File: src/rtl/seg_scan_ctrl.sv
`timescale 1ns/1ps
// Display time base and anode driver for a two-digit 7-segment display.
// Scans units, blank, tens, blank; the decoder input is latched once per frame.
module seg_scan_ctrl #(
  parameter int REFRESH_DIV = 50000,
  parameter int BLANK_CYC   = 16,
  parameter int LZ_BLANK    = 1
) (
  input  logic       clk,
  input  logic       rst_n,
  input  logic [3:0] sw,
  input  logic       en,
  output logic [3:0] s,
  output logic       bot,
  output logic       an0,
  output logic       an1
);

  localparam int MAX_LEN = (REFRESH_DIV > BLANK_CYC) ? REFRESH_DIV : BLANK_CYC;
  localparam int CW      = (MAX_LEN > 2) ? $clog2(MAX_LEN) : 1;

  localparam logic [CW-1:0] REF_LAST = CW'(REFRESH_DIV - 1);
  localparam logic [CW-1:0] BLK_LAST = CW'(BLANK_CYC - 1);
  localparam logic [CW-1:0] CNT_ZERO = {CW{1'b0}};
  localparam logic [CW-1:0] CNT_ONE  = CW'(1);
  localparam bit            LZ_ON    = (LZ_BLANK != 0);

  typedef enum logic [1:0] {
    UNITS   = 2'd0,
    BLANK_A = 2'd1,
    TENS    = 2'd2,
    BLANK_B = 2'd3
  } state_t;

  state_t          state_r;
  state_t          state_next_s;
  logic [CW-1:0]   cnt_r;
  logic [CW-1:0]   cnt_next_s;
  logic            slot_last_s;
  logic            latch_s;

  logic [3:0]      sync1_r;
  logic [3:0]      sync2_r;
  logic [3:0]      s_r;
  logic [3:0]      s_next_s;
  logic            bot_r;
  logic            bot_next_s;
  logic            an0_r;
  logic            an0_next_s;
  logic            an1_r;
  logic            an1_next_s;
  logic            tens_hidden_s;

  // Two-flop synchronizer for the asynchronous switch input
  always_ff @(posedge clk or negedge rst_n) begin
    if (!rst_n) begin
      sync1_r <= 4'd0;
      sync2_r <= 4'd0;
    end else begin
      sync1_r <= sw;
      sync2_r <= sync1_r;
    end
  end

  // Slot end detection, next state and counter update
  always_comb begin
    slot_last_s  = 1'b0;
    state_next_s = state_r;
    cnt_next_s   = cnt_r + CNT_ONE;
    case (state_r)
      UNITS:   slot_last_s = (cnt_r == REF_LAST);
      BLANK_A: slot_last_s = (cnt_r == BLK_LAST);
      TENS:    slot_last_s = (cnt_r == REF_LAST);
      BLANK_B: slot_last_s = (cnt_r == BLK_LAST);
      default: slot_last_s = 1'b1;
    endcase
    if (slot_last_s) begin
      cnt_next_s = CNT_ZERO;
      case (state_r)
        UNITS:   state_next_s = BLANK_A;
        BLANK_A: state_next_s = TENS;
        TENS:    state_next_s = BLANK_B;
        BLANK_B: state_next_s = UNITS;
        default: state_next_s = BLANK_B;
      endcase
    end else begin
      state_next_s = state_r;
    end
  end

  // FSM state and slot counter registers
  always_ff @(posedge clk or negedge rst_n) begin
    if (!rst_n) begin
      state_r <= BLANK_B;
      cnt_r   <= CNT_ZERO;
    end else begin
      state_r <= state_next_s;
      cnt_r   <= cnt_next_s;
    end
  end

  // Output decode from the next state, so outputs change on the same edge as the state
  always_comb begin
    latch_s       = 1'b0;
    s_next_s      = s_r;
    bot_next_s    = 1'b1;
    an0_next_s    = 1'b1;
    an1_next_s    = 1'b1;
    tens_hidden_s = LZ_ON && (s_r < 4'd10);
    if (slot_last_s && (state_r == BLANK_B)) begin
      latch_s  = 1'b1;
      s_next_s = sync2_r;
    end else begin
      latch_s  = 1'b0;
      s_next_s = s_r;
    end
    // s only changes on entry to UNITS, so s_r is already stable for the tens decision
    case (state_next_s)
      UNITS: begin
        bot_next_s = 1'b1;
        an0_next_s = ~en;
        an1_next_s = 1'b1;
      end
      BLANK_A: begin
        bot_next_s = 1'b0;
        an0_next_s = 1'b1;
        an1_next_s = 1'b1;
      end
      TENS: begin
        bot_next_s = 1'b0;
        an0_next_s = 1'b1;
        an1_next_s = ~(en && !tens_hidden_s);
      end
      BLANK_B: begin
        bot_next_s = 1'b1;
        an0_next_s = 1'b1;
        an1_next_s = 1'b1;
      end
      default: begin
        bot_next_s = 1'b1;
        an0_next_s = 1'b1;
        an1_next_s = 1'b1;
      end
    endcase
  end

  // Registered outputs: frame latch, digit select and anode enables
  always_ff @(posedge clk or negedge rst_n) begin
    if (!rst_n) begin
      s_r   <= 4'd0;
      bot_r <= 1'b1;
      an0_r <= 1'b1;
      an1_r <= 1'b1;
    end else begin
      s_r   <= s_next_s;
      bot_r <= bot_next_s;
      an0_r <= an0_next_s;
      an1_r <= an1_next_s;
    end
  end

  assign s   = s_r;
  assign bot = bot_r;
  assign an0 = an0_r;
  assign an1 = an1_r;

endmodule

File: config.mk
export PLATFORM = sky130hd
export DESIGN_NAME = seg_scan_ctrl
export DESIGN_NICKNAME = d
export VERILOG_FILES = /design/src/rtl/seg_scan_ctrl.sv
export SDC_FILE = /design/constraint.sdc
export NUM_CORES = 1
export LEC_CHECK = 0
export BUFFER_PORTS_ARGS = -buffer_cell sky130_fd_sc_hd__clkbuf_2
export CAP_MARGIN = 20
export CORE_MARGIN = 2
export CORE_UTILIZATION = 55
export CTS_CLUSTER_DIAMETER = 200
export DETAILED_ROUTE_END_ITERATION = 12
export PLACE_DENSITY = 0.75
export SYNTH_ARGS = -nofsm -noshare
export SYNTH_HDL_FRONTEND = slang
export SYNTH_SLANG_ARGS = --single-unit
File: constraint.sdc
create_clock -name clk -period 4.55 [get_ports clk]
set_input_delay 0.455 -clock clk [delete_from_list [all_inputs] [get_ports clk]]
set_output_delay 0.455 -clock clk [all_outputs]
set_load 0.01 [all_outputs]
== Word level (Yosys, flattened, before mapping) ==
Index checks and enable logic that the tools add are counted.

* Muxes and demuxes: 7
* $lt $le $gt $ge: 1
* Bitwise logic cells: 2
* Add/sub/neg operators: 1
* Reduce and logical (&&, ||, !) cells: 11
* Eq/ne operators: 8

{| class="wikitable"
|+ Operator list
! cell !! count
|-
| 16-bit by 1-bit adder with 16-bit output (second input constant) || 1
|-
| 16-bit == test (second input constant) || 1
|-
| 16-bit by 4-bit == test with 1-bit output (second input constant) || 1
|-
| 16-bit 2-to-1 mux || 1
|-
| 2-bit == test (second input constant) || 4
|-
| 1-bit one-hot mux with 2 select lines || 4
|-
| 2-bit one-hot mux with 4 select lines || 1
|-
| 2-bit OR reduction || 4
|-
| 3-bit OR reduction || 2
|-
| 2-bit by 1-bit == test with 1-bit output (second input constant) || 2
|-
| 2-bit zero test || 2
|-
| 4-bit < comparator (second input constant) || 1
|-
| 1-bit logical AND || 2
|-
| 2-bit 2-to-1 mux || 1
|-
| 1-bit NOT || 2
|-
| 1-bit zero test || 1
|}

* Word-level logic and storage cells: 38
* Input bits: 7
* Output and inout port bits: 7
* Bits in registers: 33

== Logic depth before layout (Yosys ltp) ==
* Depth in word-level cells: 7
* Mapped depth: 9
* Depth with buffers taken out: 8

== Worst setup path before layout ==
OpenSTA, ideal clock, no wires.

* Path kind: reg-to-reg
* From: register state_r[0]
* To: register an1_r, in the netlist an1
* Path slack: 2304 ps
* Arrival time: 2151 ps
* Period minus slack after synthesis: 2246 ps
* Library setup time: 95 ps
* Stages on the path, launching flop included: 9
* Path buffers: 1
* Required time: 4455 ps
* Cells stage by stage: dfstp_2 > ha_1 > nor2_1 > or4_4 > a21oi_2 > buf_4 > mux2i_1 > ha_1 > o2111ai_1

* Cells in the longest elaborated chain, start to end: 7
* Elaborated cells between the ends (all ways): 15
* Those cells by class: 6 x eq/ne; 4 x mux; 5 x reduce/logical

{| class="wikitable"
|+ Ends and longest elaborated chain
! what !! RTL line !! text
|-
| start: declaration || 35 || <nowiki>state_t state_r;</nowiki>
|-
| start signal: assignment || 97 || <nowiki>state_r <= state_next_s;</nowiki>
|-
| 2-bit == test (tied with other cells) || 70, 79 ||
|-
| 2-bit OR reduction (no line) || n/a ||
|-
| 1-bit one-hot mux with 2 select lines || 70 || <nowiki>case (state_r)</nowiki>
|-
| 2-bit 2-to-1 mux * || 77 || <nowiki>if (slot_last_s) begin</nowiki>
|-
| 2-bit == test (tied with other cells) || 118 || <nowiki>case (state_next_s)</nowiki>
|-
| 3-bit OR reduction (no line) || n/a ||
|-
| 1-bit one-hot mux with 2 select lines * || 118 ||
|-
| net an1_next_s || 51 || <nowiki>logic an1_next_s;</nowiki>
|-
| end signal: assignment || 158 || <nowiki>an1_r <= an1_next_s;</nowiki>
|-
| end: declaration || 50 || <nowiki>logic an1_r;</nowiki>
|}

Mark *: on every way through the listed nets, which the timed path passes. The rest lies on a longest branch.
A chain may end at the register's enable or synchronous reset.

== Final worst setup path ==
* From: register state_r[0]
* To: register an1_r, in the netlist an1

* Cells in the longest elaborated chain, start to end: 7
* Elaborated cells between the ends (all ways): 15
* Those cells by class: 6 x eq/ne; 4 x mux; 5 x reduce/logical

{| class="wikitable"
|+ Ends and longest elaborated chain
! what !! RTL line !! text
|-
| 2-bit == test (tied with other cells) || 70, 79 ||
|-
| 2-bit OR reduction (no line) || n/a ||
|-
| 1-bit one-hot mux with 2 select lines || 70 ||
|-
| 2-bit 2-to-1 mux * || 77 ||
|-
| net state_next_s[1] || 36 || <nowiki>state_t state_next_s;</nowiki>
|-
| 2-bit == test (tied with other cells) || 118 ||
|-
| 3-bit OR reduction (no line) || n/a ||
|-
| 1-bit one-hot mux with 2 select lines * || 118 ||
|-
| net an1_next_s || 51 ||
|}

Marked as above.

==> flow_summary.yaml <==
timing:
  setup_tns_ns: 0
  tightest_slew_ns: 0.778
  hold_violations: 0
  rsz0062_at_grt: "false"
  period_share_pct: 57.6
  maxSlewViolCount: 0
  maxSlewHeadroom_pct: 48.1
  timing.final.crit_period_ns: 2.62
  setup_viol: 0
  timing.fmax_mhz: 382
  fin_skew_ns: 0.00859
cts:
  cts.sinks: 33
  cts_buffers: 5
  path_clk_slew_ns: 0.10
  htreeDepth: 2
  cts_tree: "yes"
  clockRootBuffer: "clkbuf_4"
  clk_path_buf_depth: 2
  cts_resized: 0
  ctsHoldBuffers: 0
  clk_latency_ns: 0.33
  cts_setup_buffers: 0
synth:
  synthesis.nets: 126
  syn_avg_cell_area_um2: 12.6
  syn_inst: 112
  synth.ff_latch_count: 33
  yosysTopAreaCell: "dfrtp_1"
  synth_area_leaders: "dfrtp_1 49%, dfstp_2 9.3%, ha_1 6.2%"
  yosys.cell_count.top_type: "dfrtp_1"
  synth.distinct_cells: 28
  synthArstFlopShare_pct: 100
  synth_commonest_cells: "28 x dfrtp_1, 10 x nor2_1, 8 x xnor2_1"
  ys_warn_count: 0
  ys_seq_area_share_pct: 58.7
  syn-cell-area_um2: 1420
  synth_ff_type: "dfrtp_1"
  synth-edff-count: 0
  yosysTopAreaCellShare_pct: 49.5
floorplan:
  die_area_um2: 3000
  die-height_um: 54.7
  core-area_um2: 2450
  num_rows: 18
  initial_core_util_pct: 57.7
  chipWidth_um: 54.7
  io_pins: 14
critical_path:
  timing.rr.start: "state_r[0]"
  crit_required_ns: 4.80
  path_max_fanout: 13
  path_class: "flip-flop to flip-flop"
  worstRegToRegCells: 7
  startpoint: "state_r[0]"
  crit_end: "an1"
  end_kind: "flip-flop"
  reg2reg_to: "an1"
  ff2ff_setup_slack_ns: 1.93
  crit_path_start_kind: "flip-flop"
  worstPathArrival_ns: 2.87
final_layout:
  fill_cells: 182
  layout-drive-gt1-share_pct: 27.3
  nNetsFinal: 145
  synthToLayoutAreaGrowth_pct: 11.7
  fin_cells: 162
  diodes: 0
hold_path:
  hp-class: "input pin to asynchronous set/reset pin"
power_and_ir_drop:
  clockPowerShare_pct: 37.2
  p_sw_share_pct: 20.4
  p_leak_nw: 0.743
  switching_power_mw: 0.0996
  pwr-share-comb_pct: 1.7
  cellPowerDensity_nw_per_um2: 309
  p_int_mw: 0.389
  pwr-share-seq_pct: 61.0
  irDropWorstVdd_uv: 227
detailed_routing:
  initialDrtViolationCount: 23
  drc: 0
  wirelength_um: 2290
  via_per_inst: 5.49
  vias: 890
  dr.pass1.iters: 5
  wire_per_inst_um: 14.2
  ant_nets: 0
global_routing:
  grt_util_met3_pct: 5.74
  grt_use_met1_pct: 23.4
  grt_max_degree: 34
  grt_pass1_wl_um: 3770
  met2_usage_pct: 27.8
  antenna_found_initial: 0
  busiest_layer: "met2"
  grt_usage_pct: 18.8
  grt_pass1_vias: 853
  grt-ovfl-total: 0
place:
  dpl.cell_count: 154
  io_buffers: 13
  place.detailed.hpwl_um: 1650
  gp_congestion: 0.909
run:
  cap_violations: 0
run_status:
  status: "complete, no violations"
-- worst min-delay path by stage --
stage / from / end / slack, ns / cells after the start
CTS: rst_n / sync1_r[1] / 0.21 / 1
global route: sw[0] / sync1_r[0] / 0.20 / 1
global placement: sync1_r[2] / sync2_r[2] / 0.33 / 0
detailed placement: sync1_r[1] / sync2_r[1] / 0.33 / 0
floorplan: rst_n / cnt_r[0] / 0.16 / 0
finish: rst_n / sync2_r[2] / 0.19 / 1
-- metal layers --
| layer | up-vias | wire length (um) |
|---|---|---|
| met3 | 11 | 86 |
| met5 | - | 0 |
| met2 | 20 | 1110 |
| li1 | 428 | - |
| met4 | 0 | 70 |
| met1 | 431 | 1030 |
-- registers in the layout (all words and copies together) (netlist names) --
register  count
an0           1
an1           1
bot           1
cnt_r        16
s             4
state_r       2
sync1_r       4
sync2_r       4
-- kinds of logic (layout without fill, tap and decap cells) --
logic type               count (synthesis)  after routing  synth area share [%]
buffers and inverters                    6             26                  1.86
AO/OA/AOI/OAI                            5              5                  3.53
flip-flops                              33             33                  58.7
AND/OR/NAND/NOR                         40             40                  15.5
multiplexers                             8              8                  6.18
XOR/XNOR                                13             13                  8.04
adder cells (fa/ha/maj)                  7              7                  6.18
-- worst max-delay path: stages, from the launching register on --
cell	delay, ns
dfstp_2	0.58
ha_1	0.17
nor2_1	0.06
or4_4	0.51
a21oi_2	0.51
mux2_2	0.42
ha_1	0.19
o2111ai_1	0.09
-- cell usage in the layout (no fill, tap or decap) --
master     count
clkinv_2       1
a211oi_4       1
clkbuf_4       5
nor3_1         2
nand4_1        5
inv_1          5
nand3_1        4
ha_1           7
dfrtp_1       28
or2_2          1
nor2b_1        1
xnor2_1        8
o2111ai_1      1
clkbuf_8       2
xor2_1         5
nor4_1         2
mux2i_1        2
a21oi_1        1
or4_4          1
clkbuf_2      13
and3_1         7
o31ai_1        1
or3_1          1
and2_1         1
nand2_1        3
dfstp_2        5
and4_1         1
mux2_2         6
nor2_1        10
or4_1          1
a21oi_2        1
-- final cells by class --
class / instances / area, um^2 / area share [%]
repair buffers: 13 / 65.1 / 4.11
inverters: 5 / 18.8 / 1.19
multi-input cells: 73 / 558 / 35.3
flip-flops and latches: 33 / 832 / 52.6
clock buffers: 7 / 65.1 / 4.11
well taps: 30 / 37.5 / 2.37
clock inverters: 1 / 5.00 / 0.316
-- per-stage QoR --
| stage | setup slack (ns) | hold slack (ns) | total power [mW] | utilization (%) | instance area (um^2) |
|---|---|---|---|---|---|
| after floorplan | 2.30 | 0.159 | 0.304 | - | 1420 |
| after global placement | 2.02 | 0.333 | 0.313 | 61.6 | 1510 |
| after detailed placement | 1.94 | 0.335 | 0.313 | 61.6 | 1510 |
| after CTS | 1.91 | 0.210 | 0.496 | 64.4 | 1580 |
| after global routing | 1.77 | 0.203 | 0.510 | 64.4 | 1580 |
| final | 1.93 | 0.187 | 0.489 | 64.4 | 1580 |
-- power by group through the flow --
stage | Sequential, mW | Clock (mW) | Combinational [mW]
after detailed placement | 0.304 | 0 | 0.00912
after global routing | 0.299 | 0.201 | 0.0103
after global placement | 0.304 | 0 | 0.00874
after floorplan | 0.304 | 0 | 0.000209
final | 0.298 | 0.182 | 0.00852
after CTS | 0.299 | 0.189 | 0.00916
Note: power is estimated with default switching activity, not from simulation.
